===== src/rtl/framebuffer_read_requester_pkg.sv =====
// Shared definitions for the framebuffer read path (requester and serializer).
// Latency: n/a (constants and constant-evaluable helpers only).
// Backpressure: n/a.
//
// Contents:
//   BURST_INCR        AXI INCR burst encoding
//   axi_size()        arsize for a given data bus width
//   pix_to_tag_shift() right shift that turns a pixel index into a word tag
package framebuffer_read_requester_pkg;

  localparam logic [1:0] BURST_INCR = 2'b01;

  // log2 of bytes per beat; the bus width is a power-of-two multiple of 8.
  function automatic logic [2:0] axi_size(input int stream_width);
    return 3'($clog2(stream_width / 8));
  endfunction

  // Pixels per memory word is a power of two, so the word tag of a pixel
  // is its index shifted right by log2(pixels per word).
  function automatic int pix_to_tag_shift(input int stream_width, input int pixel_width);
    return $clog2(stream_width / pixel_width);
  endfunction

endpackage


===== src/rtl/framebuffer_read_requester_if.sv =====
// AXI-Stream style pixel address channel (tvalid/tready/tdest/tlast).
// Latency: none, plain wires.
// Backpressure: source holds tvalid/tdest/tlast until tready.
//
// Modports:
//   master  drives tvalid, tdest, tlast; receives tready
//   slave   receives tvalid, tdest, tlast; drives tready
interface framebuffer_read_requester_if #(
  parameter int ADDR_WIDTH = 32
) ();

  logic                  tvalid;
  logic                  tready;
  logic [ADDR_WIDTH-1:0] tdest;
  logic                  tlast;

  modport master (output tvalid, output tdest, output tlast, input tready);
  modport slave  (input tvalid, input tdest, input tlast, output tready);

endinterface


===== src/rtl/framebuffer_addr_fifo.sv =====
// Synchronous first-word-fall-through FIFO for pixel address entries.
// Latency: a write in cycle N is visible on rd_vld/rd_dat in N+1.
// Backpressure: full/empty are registered; a write while full is taken only
//   together with a read in the same cycle.
//
// Ports:
//   aclk, reset      clock, synchronous active-high reset (empties the FIFO)
//   wr_vld, wr_dat   write request and data
//   full             registered full flag
//   rd_rdy           consumer accepts the head entry
//   rd_vld, rd_dat   head entry valid / data (registered empty flag)
module framebuffer_addr_fifo #(
  parameter int WIDTH = 33,
  parameter int DEPTH = 32
) (
  input  logic             aclk,
  input  logic             reset,
  input  logic             wr_vld,
  input  logic [WIDTH-1:0] wr_dat,
  output logic             full,
  input  logic             rd_rdy,
  output logic             rd_vld,
  output logic [WIDTH-1:0] rd_dat
);

  localparam int AW = (DEPTH > 1) ? $clog2(DEPTH) : 1;
  localparam logic [AW:0] CNT_ONE  = (AW + 1)'(1);
  localparam logic [AW:0] CNT_FULL = (AW + 1)'(DEPTH);

  logic [WIDTH-1:0] mem [DEPTH];
  logic [AW-1:0]    wr_ptr;
  logic [AW-1:0]    rd_ptr;
  logic [AW:0]      count;
  logic [AW:0]      count_nxt;
  logic             empty;
  logic             do_wr;
  logic             do_rd;

  assign do_rd = rd_rdy && !empty;
  assign do_wr = wr_vld && (!full || do_rd);

  always_comb begin
    count_nxt = count;
    if (do_wr && !do_rd) begin
      count_nxt = count + CNT_ONE;
    end else if (!do_wr && do_rd) begin
      count_nxt = count - CNT_ONE;
    end
  end

  always_ff @(posedge aclk) begin
    if (reset) begin
      wr_ptr <= '0;
      rd_ptr <= '0;
      count  <= '0;
      full   <= 1'b0;
      empty  <= 1'b1;
    end else begin
      if (do_wr) wr_ptr <= wr_ptr + AW'(1);
      if (do_rd) rd_ptr <= rd_ptr + AW'(1);
      count <= count_nxt;
      full  <= (count_nxt == CNT_FULL);
      empty <= (count_nxt == '0);
    end
  end

  // Storage carries no reset; validity is tracked by the pointers.
  always_ff @(posedge aclk) begin
    if (do_wr) mem[wr_ptr] <= wr_dat;
  end

  assign rd_vld = !empty;
  assign rd_dat = mem[rd_ptr];

endmodule


===== src/rtl/framebuffer_read_requester.sv =====
// Coalesces a pixel address stream into AXI INCR read bursts on AR and
//   forwards every pixel address, in order, to the framebuffer serializer.
// Latency: pixel accepted in N shows on m_fetch_axis in N+1 (FIFO empty);
//   a burst closed in N drives arvalid in N+1.
// Backpressure: tready drops when the FIFO is full, or when the pixel needs
//   a burst close and the AR register is still occupied.
//
// Build option: define FRAMEBUFFER_READ_4K_SPLIT_EN to stop bursts at
//   4 KiB byte-address boundaries.
//
// Ports:
//   aclk, reset          clock, synchronous active-high reset
//   s_addr_axis          incoming pixel indices (slave)
//   m_fetch_axis         pixel indices to the serializer (master)
//   m_mem_axi_ar*        AXI read address channel to memory
module framebuffer_read_requester
  import framebuffer_read_requester_pkg::*;
#(
  parameter int STREAM_WIDTH = 32,
  parameter int ADDR_WIDTH   = 32,
  parameter int ID_WIDTH     = 8,
  parameter int PIXEL_WIDTH  = 16,
  parameter int MAX_BURST    = 16,
  parameter int FIFO_DEPTH   = 32
) (
  input  logic                  aclk,
  input  logic                  reset,
  framebuffer_read_requester_if.slave  s_addr_axis,
  framebuffer_read_requester_if.master m_fetch_axis,
  output logic [ID_WIDTH-1:0]   m_mem_axi_arid,
  output logic [ADDR_WIDTH-1:0] m_mem_axi_araddr,
  output logic [7:0]            m_mem_axi_arlen,
  output logic [2:0]            m_mem_axi_arsize,
  output logic [1:0]            m_mem_axi_arburst,
  output logic                  m_mem_axi_arvalid,
  input  logic                  m_mem_axi_arready
);

  localparam int          PIX_SHIFT = pix_to_tag_shift(STREAM_WIDTH, PIXEL_WIDTH);
  localparam logic [2:0]  AR_SIZE   = axi_size(STREAM_WIDTH);
  localparam logic [8:0]  BEAT_MAX  = 9'(MAX_BURST);

  // Open burst accumulator. A sealed burst already saw its tlast but could
  // not be issued yet; it accepts no further pixels.
  logic                  acc_open,  acc_open_nxt;
  logic                  acc_sealed, acc_sealed_nxt;
  logic [ADDR_WIDTH-1:0] acc_start, acc_start_nxt;
  logic [ADDR_WIDTH-1:0] acc_last,  acc_last_nxt;
  logic [8:0]            acc_beats, acc_beats_nxt;

  logic                  ld_ar;
  logic [ADDR_WIDTH-1:0] ld_start;
  logic [8:0]            ld_beats;

  logic [ADDR_WIDTH-1:0] in_tag;
  logic [ADDR_WIDTH-1:0] tag_next;
  logic                  split_here;
  logic                  can_join;
  logic                  pix_break;
  logic                  needs_close;
  logic                  ar_free;
  logic                  in_fire;
  logic                  fifo_full;
  logic                  fifo_vld;
  logic [ADDR_WIDTH:0]   fifo_dat;

  assign in_tag   = s_addr_axis.tdest >> PIX_SHIFT;
  assign tag_next = acc_last + ADDR_WIDTH'(1);

`ifdef FRAMEBUFFER_READ_4K_SPLIT_EN
  logic [11:0] next_byte_lo;
  assign next_byte_lo = 12'(tag_next << AR_SIZE);
  assign split_here   = (next_byte_lo == 12'h000);
`else
  assign split_here   = 1'b0;
`endif

  assign can_join = acc_open && !acc_sealed &&
                    ((in_tag == acc_last) ||
                     ((in_tag == tag_next) && (acc_beats < BEAT_MAX) && !split_here));

  // The pixel forces the open burst out, or closes its own burst via tlast.
  assign pix_break   = acc_open && !can_join;
  assign needs_close = pix_break || s_addr_axis.tlast;

  assign ar_free = !m_mem_axi_arvalid || m_mem_axi_arready;

  assign s_addr_axis.tready = !reset && !fifo_full && (ar_free || !needs_close);
  assign in_fire            = s_addr_axis.tvalid && s_addr_axis.tready;

  always_comb begin
    acc_open_nxt   = acc_open;
    acc_sealed_nxt = acc_sealed;
    acc_start_nxt  = acc_start;
    acc_last_nxt   = acc_last;
    acc_beats_nxt  = acc_beats;
    ld_ar          = 1'b0;
    ld_start       = acc_start;
    ld_beats       = acc_beats;

    if (in_fire) begin
      if (pix_break) begin
        // Issue the current burst and restart with this pixel. The AR
        // register is taken, so a tlast here seals the new burst instead.
        ld_ar          = 1'b1;
        acc_open_nxt   = 1'b1;
        acc_sealed_nxt = s_addr_axis.tlast;
        acc_start_nxt  = in_tag;
        acc_last_nxt   = in_tag;
        acc_beats_nxt  = 9'd1;
      end else begin
        if (can_join) begin
          if (in_tag != acc_last) begin
            acc_last_nxt  = in_tag;
            acc_beats_nxt = acc_beats + 9'd1;
          end
        end else begin
          acc_open_nxt   = 1'b1;
          acc_sealed_nxt = 1'b0;
          acc_start_nxt  = in_tag;
          acc_last_nxt   = in_tag;
          acc_beats_nxt  = 9'd1;
        end
        if (s_addr_axis.tlast) begin
          ld_ar          = 1'b1;
          ld_start       = acc_start_nxt;
          ld_beats       = acc_beats_nxt;
          acc_open_nxt   = 1'b0;
          acc_sealed_nxt = 1'b0;
        end
      end
    end else if (acc_open && ar_free && (!s_addr_axis.tvalid || acc_sealed)) begin
      // Nothing more is coming for this burst right now: issue it so the
      // serializer never waits on beats that were never requested.
      ld_ar          = 1'b1;
      acc_open_nxt   = 1'b0;
      acc_sealed_nxt = 1'b0;
    end
  end

  always_ff @(posedge aclk) begin
    if (reset) begin
      acc_open          <= 1'b0;
      acc_sealed        <= 1'b0;
      acc_start         <= '0;
      acc_last          <= '0;
      acc_beats         <= '0;
      m_mem_axi_arvalid <= 1'b0;
      m_mem_axi_araddr  <= '0;
      m_mem_axi_arlen   <= '0;
    end else begin
      acc_open   <= acc_open_nxt;
      acc_sealed <= acc_sealed_nxt;
      acc_start  <= acc_start_nxt;
      acc_last   <= acc_last_nxt;
      acc_beats  <= acc_beats_nxt;
      if (ld_ar) begin
        m_mem_axi_arvalid <= 1'b1;
        m_mem_axi_araddr  <= ld_start << AR_SIZE;
        m_mem_axi_arlen   <= 8'(ld_beats - 9'd1);
      end else if (m_mem_axi_arready) begin
        m_mem_axi_arvalid <= 1'b0;
      end
    end
  end

  assign m_mem_axi_arid    = '0;
  assign m_mem_axi_arsize  = AR_SIZE;
  assign m_mem_axi_arburst = BURST_INCR;

  framebuffer_addr_fifo #(
    .WIDTH (ADDR_WIDTH + 1),
    .DEPTH (FIFO_DEPTH)
  ) u_addr_fifo (
    .aclk   (aclk),
    .reset  (reset),
    .wr_vld (in_fire),
    .wr_dat ({s_addr_axis.tdest, s_addr_axis.tlast}),
    .full   (fifo_full),
    .rd_rdy (m_fetch_axis.tready),
    .rd_vld (fifo_vld),
    .rd_dat (fifo_dat)
  );

  assign m_fetch_axis.tvalid = fifo_vld;
  assign m_fetch_axis.tdest  = fifo_dat[ADDR_WIDTH:1];
  assign m_fetch_axis.tlast  = fifo_vld && fifo_dat[0];

endmodule


===== src/flat_wrapper.sv =====
// flat-port wrapper written by rule: the top's interface ports become plain ports
module framebuffer_read_requester_flat import framebuffer_read_requester_pkg::*;
#(
  parameter int STREAM_WIDTH = 32,
  parameter int ADDR_WIDTH   = 32,
  parameter int ID_WIDTH     = 8,
  parameter int PIXEL_WIDTH  = 16,
  parameter int MAX_BURST    = 16,
  parameter int FIFO_DEPTH   = 32
)
  (aclk, reset, m_mem_axi_arid, m_mem_axi_araddr, m_mem_axi_arlen, m_mem_axi_arsize, m_mem_axi_arburst, m_mem_axi_arvalid, m_mem_axi_arready, s_addr_axis_tvalid, s_addr_axis_tdest, s_addr_axis_tlast, s_addr_axis_tready, m_fetch_axis_tvalid, m_fetch_axis_tdest, m_fetch_axis_tlast, m_fetch_axis_tready);
  framebuffer_read_requester_if #(.ADDR_WIDTH(ADDR_WIDTH)) s_addr_axis_i ();
  framebuffer_read_requester_if #(.ADDR_WIDTH(ADDR_WIDTH)) m_fetch_axis_i ();
  input  logic aclk;
  input  logic reset;
  output logic [ID_WIDTH-1:0] m_mem_axi_arid;
  output logic [ADDR_WIDTH-1:0] m_mem_axi_araddr;
  output logic [7:0] m_mem_axi_arlen;
  output logic [2:0] m_mem_axi_arsize;
  output logic [1:0] m_mem_axi_arburst;
  output logic m_mem_axi_arvalid;
  input  logic m_mem_axi_arready;
  input wire logic [$bits(s_addr_axis_i.tvalid)-1:0] s_addr_axis_tvalid;
  input wire logic [$bits(s_addr_axis_i.tdest)-1:0] s_addr_axis_tdest;
  input wire logic [$bits(s_addr_axis_i.tlast)-1:0] s_addr_axis_tlast;
  output wire logic [$bits(s_addr_axis_i.tready)-1:0] s_addr_axis_tready;
  output wire logic [$bits(m_fetch_axis_i.tvalid)-1:0] m_fetch_axis_tvalid;
  output wire logic [$bits(m_fetch_axis_i.tdest)-1:0] m_fetch_axis_tdest;
  output wire logic [$bits(m_fetch_axis_i.tlast)-1:0] m_fetch_axis_tlast;
  input wire logic [$bits(m_fetch_axis_i.tready)-1:0] m_fetch_axis_tready;
  assign s_addr_axis_i.tvalid = s_addr_axis_tvalid;
  assign s_addr_axis_i.tdest = s_addr_axis_tdest;
  assign s_addr_axis_i.tlast = s_addr_axis_tlast;
  assign s_addr_axis_tready = s_addr_axis_i.tready;
  assign m_fetch_axis_tvalid = m_fetch_axis_i.tvalid;
  assign m_fetch_axis_tdest = m_fetch_axis_i.tdest;
  assign m_fetch_axis_tlast = m_fetch_axis_i.tlast;
  assign m_fetch_axis_i.tready = m_fetch_axis_tready;
  framebuffer_read_requester #(.STREAM_WIDTH(STREAM_WIDTH), .ADDR_WIDTH(ADDR_WIDTH), .ID_WIDTH(ID_WIDTH), .PIXEL_WIDTH(PIXEL_WIDTH), .MAX_BURST(MAX_BURST), .FIFO_DEPTH(FIFO_DEPTH)) u_core (.aclk(aclk), .reset(reset), .s_addr_axis(s_addr_axis_i), .m_fetch_axis(m_fetch_axis_i), .m_mem_axi_arid(m_mem_axi_arid), .m_mem_axi_araddr(m_mem_axi_araddr), .m_mem_axi_arlen(m_mem_axi_arlen), .m_mem_axi_arsize(m_mem_axi_arsize), .m_mem_axi_arburst(m_mem_axi_arburst), .m_mem_axi_arvalid(m_mem_axi_arvalid), .m_mem_axi_arready(m_mem_axi_arready));
endmodule

===== config.mk =====
export PLATFORM = sky130hd
export DESIGN_NAME = framebuffer_read_requester_flat
export DESIGN_NICKNAME = d
export VERILOG_FILES = /design/src/rtl/framebuffer_read_requester_pkg.sv /design/src/rtl/framebuffer_read_requester_if.sv /design/src/rtl/framebuffer_addr_fifo.sv /design/src/rtl/framebuffer_read_requester.sv /design/src/flat_wrapper.sv
export SDC_FILE = /design/constraint.sdc
export NUM_CORES = 1
export LEC_CHECK = 0
export CAP_MARGIN = 10
export CORE_MARGIN = 8
export CORE_UTILIZATION = 55
export CTS_CLUSTER_DIAMETER = 120
export DETAILED_ROUTE_END_ITERATION = 10
export PLACE_DENSITY = 0.79
export SLEW_MARGIN = 10
export SYNTH_ARGS = -nofsm -noshare
export SYNTH_HDL_FRONTEND = slang
export SYNTH_SLANG_ARGS = --single-unit
export TNS_END_PERCENT = 1

===== constraint.sdc =====
create_clock -name aclk -period 7.2 [get_ports aclk]
set_input_delay 1.44 -clock aclk [delete_from_list [all_inputs] [get_ports aclk]]
set_output_delay 1.44 -clock aclk [all_outputs]
set_load 0.02 [all_outputs]

Yosys cells after proc, flatten, opt, wreduce, memory -nomap -nowiden
Memory sizes are Yosys's and may differ from the RTL's. A register that Yosys moved wholly into a read port is not among the register bits.
Index checks and enable logic that the tools add are counted.
{"block": "word_totals", "reg_bits": 132, "n_memories": 1, "ram_bits": 1056}
{"name": "u_core.u_addr_fifo.mem", "depth": 32, "word_bits": 33, "read_ports": 1, "rd_clocked_by_memory_dff": 1, "wr": 1, "line_no": "framebuffer_addr_fifo.sv:30", "source": "logic [WIDTH-1:0] mem [DEPTH];"}
{"block": "classes", "order_cmp": 1, "n_reduce_logical": 35, "mux": 35, "eq_ne": 6, "n_addsub": 7}
{"operator": "32-bit 2-to-1 mux", "n": 5}
{"operator": "30-bit 2-to-1 mux", "n": 3}
{"operator": "31-bit by 32-bit == test with 1-bit output", "n": 2}
{"operator": "32-bit by 1-bit adder with 32-bit output (second input constant)", "n": 1}
{"operator": "31-bit by 32-bit != test with 1-bit output", "n": 1}
{"operator": "9-bit 2-to-1 mux", "n": 3}
{"operator": "8-bit 2-to-1 mux", "n": 3}
{"operator": "1-bit 2-to-1 mux", "n": 17}
{"operator": "1-bit logical AND", "n": 14}
{"operator": "6-bit 2-to-1 mux", "n": 2}
{"operator": "5-bit by 1-bit adder with 5-bit output (second input constant)", "n": 2}
{"operator": "1-bit zero test", "n": 10}
{"operator": "5-bit 2-to-1 mux", "n": 2}
{"operator": "9-bit by 1-bit adder with 9-bit output (second input constant)", "n": 1}
{"operator": "9-bit by 5-bit < comparator with 1-bit output (second input constant)", "n": 1}
{"operator": "8-bit by 1-bit subtractor with 8-bit output (second input constant)", "n": 1}
{"operator": "6-bit by 1-bit adder with 6-bit output (second input constant)", "n": 1}
{"operator": "6-bit == test (second input constant)", "n": 1}
{"operator": "6-bit zero test", "n": 1}
{"operator": "1-bit logical OR", "n": 6}
{"operator": "6-bit by 1-bit subtractor with 6-bit output (second input constant)", "n": 1}
{"operator": "4-bit != test (second input constant)", "n": 1}
{"operator": "2-bit AND reduction", "n": 2}
{"operator": "2-bit nonzero test", "n": 2}
{"operator": "3-bit != test (second input constant)", "n": 1}

Longest topological paths before layout
Gate-level depths: netlist of the first run.
{"block": "logic_depth", "ltp_word": 18, "depth_mapped": 19}

Cells and area by module
From an unflattened synthesis of the first run, not the netlist that was laid out.
{"block": "hier_totals", "cells_unflattened": 2491, "area_unflattened_um2": 47605.7}
{"module": "framebuffer_addr_fifo", "instances": 1, "area_per_inst_um2": 41118.2, "cells_each": 1659, "seq_area_each_um2": 32170.9}
{"module": "framebuffer_read_requester", "instances": 1, "area_per_inst_um2": 6487.5, "cells_each": 832, "seq_area_each_um2": 2222.1}

Worst setup path after synthesis of the first run
No wires, ideal clock.
{"block": "synth_timing", "kind": "input-to-reg", "startpoint": "input port s_addr_axis_tdest[23]", "endpoint": "memory u_core.u_addr_fifo.mem[28][0], enable pin", "setup_slack_ps": 1694, "path_buffers": 3, "required_time_ps": 6777, "path_stages": 12, "arrival_ps": 5083, "cell_sequence": "clkbuf_1 -> or3b_2 -> nor4_1 -> a311o_1 -> a31oi_1 -> and4bb_4 -> a21oi_2 -> buf_4 -> a31oi_4 -> buf_2 -> nand2_1 -> nor2_1"}
{"block": "synth_between", "elab_chain_cells": 14, "elab_cells_between_ends": 15}
{"element": "start, declared", "line_no": "flat_wrapper.sv:24", "source": "input wire logic [$bits(s_addr_axis_i.tdest)-1:0] s_addr_axis_tdest;"}
{"element": "31-bit by 32-bit == test with 1-bit output", "line_no": "framebuffer_read_requester.sv:80", "source": "((in_tag == tag_next) && (acc_beats < BEAT_MAX) && !split_here));"}
{"element": "1-bit logical AND", "line_no": "framebuffer_read_requester.sv:80"}
{"element": "1-bit logical OR (*)", "line_no": "framebuffer_read_requester.sv:79", "source": "((in_tag == acc_last) ||"}
{"element": "1-bit logical AND (*)", "line_no": "framebuffer_read_requester.sv:78", "source": "assign can_join = acc_open && !acc_sealed &&"}
{"element": "1-bit zero test (*)", "line_no": "framebuffer_read_requester.sv:83", "source": "assign pix_break = acc_open && !can_join;"}
{"element": "1-bit logical AND (*)", "line_no": "framebuffer_read_requester.sv:83"}
{"element": "1-bit logical OR (*)", "line_no": "framebuffer_read_requester.sv:84", "source": "assign needs_close = pix_break || s_addr_axis.tlast;"}
{"element": "1-bit zero test (*)", "line_no": "framebuffer_read_requester.sv:88", "source": "assign s_addr_axis.tready = !reset && !fifo_full && (ar_free || !needs_close);"}
{"element": "1-bit logical OR (*)", "line_no": "framebuffer_read_requester.sv:88"}
{"element": "1-bit logical AND (*)", "line_no": "framebuffer_read_requester.sv:88"}
{"element": "1-bit logical AND (*)", "line_no": "framebuffer_read_requester.sv:89", "source": "assign in_fire = s_addr_axis.tvalid && s_addr_axis.tready;"}
{"element": "1-bit logical AND (*)", "line_no": "framebuffer_addr_fifo.sv:40", "source": "assign do_wr = wr_vld && (!full || do_rd);"}
{"element": "1-bit 2-to-1 mux (*)", "line_no": "framebuffer_addr_fifo.sv:69", "source": "if (do_wr) mem[wr_ptr] <= wr_dat;"}
{"element": "1-bit 2-to-1 mux (implied by the code) (*)", "line_no": "framebuffer_addr_fifo.sv:69"}
{"element": "end, declared", "line_no": "framebuffer_addr_fifo.sv:30"}
Every way passes the cells marked *; elsewhere a longest branch is shown, timed or not.

Worst setup path after layout of the first run
{"block": "layout_timing", "startpoint": "input port s_addr_axis_tdest[22]", "endpoint": "output port s_addr_axis_tready"}
{"block": "layout_between", "elab_chain_cells": 10, "elab_cells_between_ends": 11}
{"element": "31-bit by 32-bit == test with 1-bit output", "line_no": "framebuffer_read_requester.sv:80"}
{"element": "1-bit logical AND", "line_no": "framebuffer_read_requester.sv:80"}
{"element": "1-bit logical OR (*)", "line_no": "framebuffer_read_requester.sv:79"}
{"element": "1-bit logical AND (*)", "line_no": "framebuffer_read_requester.sv:78"}
{"element": "1-bit zero test (*)", "line_no": "framebuffer_read_requester.sv:83"}
{"element": "1-bit logical AND (*)", "line_no": "framebuffer_read_requester.sv:83"}
{"element": "1-bit logical OR (*)", "line_no": "framebuffer_read_requester.sv:84"}
{"element": "1-bit zero test (*)", "line_no": "framebuffer_read_requester.sv:88"}
{"element": "1-bit logical OR (*)", "line_no": "framebuffer_read_requester.sv:88"}
{"element": "1-bit logical AND (*)", "line_no": "framebuffer_read_requester.sv:88"}
{"element": "end, declared", "line_no": "flat_wrapper.sv:26", "source": "output wire logic [$bits(s_addr_axis_i.tready)-1:0] s_addr_axis_tready;"}
Marks and branches as above.

==> summary.md, run 1 <==
| Metric | Value |
|---|---|
| Status | finished clean |
| Yosys reg bits | roughly 1200 |
| Final hold viol count | 0 |
| Post-synth top area share | 0.671 |
| Min-delay worst type | reg2reg |
| Area growth syn-to-layout | 14.3% |
| CTS root buf | clkbuf_16 |
| Slowest cell on crit path | clkdlybuf4s50_1 |
| Reg-to-Reg End | u_core.u_addr_fifo.mem[19][24] |
| Met1 Use GR | 0.336 |
| Overflow after GRT | 0 |
| Final hold slack | roughly 0.45 ns |
| Final nets | between 2000 and 3000 |
| Slew @ Worst Pin | 1.11 ns |
| Sequential area share after synthesis | 0.728 |
| # IOs | 127 |
| Post-DP HPWL | about 67000 um |
| Later-pin clock latency in the skew report | 0.69 ns |
| Overall die height | 309 um |
| CTS buffer count | 110 |
| Min-Delay Startpoint | u_core.acc_start[6] |
| CP peak stage delay | ~0.71 ns |
| WL/cell | about 33 um |
| Die Footprint | between 90000 and 100000 um2 |
| Clock transition at the registers of the reported paths | approximately 0.060 ns |
| Layout cells sized above 1 | 0.255 |
| Pwr Density | slightly below 300 nW/um2 |
| Syn Area/Cell | roughly 20 um2 |
| Critical path class | in2out |
| R2r setup slk | 2.02 ns |
| Pin count of the biggest net entering global routing | 116 |
| Worst VDD drop | ~0.2 mV |
| Most frequent CP cell | clkdlybuf4s50_1 |
| Final Critical Period | approximately 6.3 ns |
| Clk_skew | roughly 0.033 ns |
| Number of routed nets with antenna violations | 0 |
| Asr flop ratio synth | 0 |
| Synth cell types | 75 |
| Worst Hold Endpoint | u_core.acc_start[6] |
| Core ar. | between 80000 and 90000 um2 |
| Critical-path cell list | clkdlybuf4s50_1 -> xnor2_1 -> a2bb2oi_1 -> o31a_1 -> nor4_1 -> and4_1 -> a21oi_2 -> a21oi_1 -> o21a_1 -> clkdlybuf4s50_1 |
| GR Util met2 | 0.442 |
| Routed WL | between 100000 and 150000 um |
| GRT Overall Usage | 0.260 |
| Area leader, netlist | edfxtp_1 |
| Final Slew Violations | 0 |
| Setup violators final | 0 |
| Met3 usage | 0.0464 |
| Most frequent cells after synthesis | edfxtp_1 (1056), mux4_2 (330), nor2_1 (154) |
| Initial core utilization | 0.555 |
| CTS resizes | 0 |
| First-pass detailed-route iteration total | 8 |
| Worst slew margin | 0.258 |
| Most frequent cell after synthesis | edfxtp_1 |
| Syn. warnings | 0 |
| CP Launch Type | input port |
| CP bufs+invs | 2 |
| CTS Hold Buffers Added | 0 |
| Pre-CTS WS | about 0.98 ns |
| Initial DRC Count | 3412 |
| R2R Path Start | u_core.acc_last[1] |
| CTS tree | built |
| Pwr Total | ~16 mW |
| CTS H-tree lvls | 3 |
| RSZ-0062 raised after global routing | no |
| Netlist Area Pre-Place | ~47000 um2 |
| Synth Instances | approximately 2400 |
| Final critical-path setup slack | approximately 0.94 ns |
| Hold Path Cell Cnt | 2 |
| Port bufs | approximately 110 |
| CP Capture Type | output pin |
| Residual DRC count | 0 |
| Arr. time, crit path | approximately 4.8 ns |
| Post-synth EDFFs | about 1100 |
| Crit Path Max Fanout | 4 |
| Vias in the first global route | between 20000 and 30000 |
| First-pass GRT wire length | approximately 180000 um |
| Synth top area cells | edfxtp_1 (67%), mux4_2 (16%), dfxtp_1 (5.7%) |
| CTS sink count | approximately 1200 |
| Crit path required time | around 5.8 ns |
| Die Span X | around 310 um |
| GP Congestion | 0.900 |
| Leak pwr | between 15 and 20 nW |
| Post-route setup TNS | 0 ns |
| GR peak layer | met2 |
| Tcrit/Tclk final | 0.869 |
| Core Rows | roughly 110 |
| Vias per std cell | roughly 6.7 |
| Crit path max-delay family | buffers and inverters |
| R2r worst-path depth | 12 |
| Main synth FF type | edfxtp_1 |
| Initial antenna violation count | 4 |
| Vias | 25513 |
| Max-cap violations | 0 |
| Worst-case clock buffer depth | 3 |
| Fmax | around 160 MHz |
| Postcts setup bufs | 0 |
per-layer routing:
layer  vias to the layer above  routed length, um
li1                      10168                  -
met1                     13165              45100
met2                      1868              62500
met3                       312              12300
met4                         0               5100
met5                         -                  0
layout by cell type (no fill, tap or decap), types with 7 or more instances in the layout:
cell             synthesis  layout
edfxtp_1              1056    1056
mux4_2                 330     330
dfxtp_1                134     129
nor2_1                 154     122
clkbuf_16                0     112
clkdlybuf4s50_1          0     109
nand2_1                108     107
buf_4                   22      84
mux2i_1                 67      67
a21oi_1                 60      60
xnor2_1                 41      41
a211oi_1                36      36
mux2_2                  33      33
nor2_4                   0      32
nand4_1                 24      24
clkbuf_1                85      20
nor3_1                  19      19
xor2_1                  17      17
clkinv_1                 0      17
clkinv_2                 0      17
inv_1                   16      16
conb_1                   2      15
bufinv_16                0      15
buf_12                   0      15
nand3_1                 14      14
clkinvlp_4               0      12
and4_1                  10      10
o21ai_0                 10      10
ha_1                    10      10
and2_1                   9       9
nand3b_1                 7       7
flip-flops by register name, indices dropped and copies added (netlist names), named ones only:
signal	flops
u_core.acc_beats	9
u_core.acc_last	31
u_core.acc_open	1
u_core.acc_sealed	1
u_core.acc_start	30
u_core.m_mem_axi_araddr	30
u_core.m_mem_axi_arlen	8
u_core.m_mem_axi_arvalid	1
u_core.u_addr_fifo.count	6
u_core.u_addr_fifo.empty	1
u_core.u_addr_fifo.full	1
u_core.u_addr_fifo.mem	1056
u_core.u_addr_fifo.rd_ptr	5
u_core.u_addr_fifo.wr_ptr	5
worst min-delay path, delay by kind of cell (launching register included):
| family | cells | cell delay, ns |
|---|---|---|
| compound gates | 1 | 0.05 |
| flops | 1 | 0.31 |
| simple gates | 1 | 0.05 |
logic make-up after synthesis:
family | synth area share
other | 0.000159
XOR/XNOR | 0.0108
flip-flops | 0.728
AND/OR/NAND/NOR | 0.0396
AO/OA/AOI/OAI | 0.0232
buffers and inverters | 0.0156
multiplexers | 0.180
adder cells (fa/ha/maj) | 0.00286
power breakdown:
| group | switching (mW) | internal, mW |
|---|---|---|
| combinational | 0.976 | 0.974 |
| clock | 2.54 | 3.39 |
| sequential | 0.115 | 7.58 |
| total | 3.63 | 11.9 |
metrics by stage:
step / instances / util / area [um2]
5_1_grt: 3829 / 0.634 / 54000
6_report: 3830 / 0.634 / 54000
3_5_place_dp: 3629 / 0.591 / 50400
4_1_cts: 3829 / 0.634 / 54000
2_1_floorplan: 2429 / - / 47300
3_3_place_gp: 3629 / 0.591 / 50400
layout make-up:
cell class                      instances  area, um2
Fill cell                            5575      31200
Timing Repair Buffer                  209       2030
Antenna cell                            1       2.50
Multi-Input combinational cell       1070      12400
Inverter                               16       60.1
Clock buffer                          132       2880
Clock inverter                         68        754
Sequential cell                      1190      34400
Tap cell                             1144       1430
worst max path at each step:
| stage | startpoint | cells past startpoint | endpoint | slack [ns] |
|---|---|---|---|---|
| 2_1_floorplan | s_addr_axis_tdest[23] | 12 | u_core.u_addr_fifo.mem[28][0] | 1.69 |
| 3_3_place_gp | s_addr_axis_tdest[24] | 11 | s_addr_axis_tready | 0.85 |
| 3_5_place_dp | s_addr_axis_tdest[24] | 13 | u_core.u_addr_fifo.mem[19][27] | 0.98 |
| 4_1_cts | s_addr_axis_tdest[24] | 11 | s_addr_axis_tready | 0.98 |
| 5_1_grt | s_addr_axis_tdest[31] | 12 | s_addr_axis_tready | 0.77 |
| 6_report | s_addr_axis_tdest[22] | 10 | s_addr_axis_tready | 0.94 |
Note: power is estimated with default switching activity, not from simulation.
==> run 2, diff against run 1 <==
- SETUP_SLACK_MARGIN: default -> 0.4
==> results of run 2 <==
Final layout, timing and power as in run 1 (identical DEF).
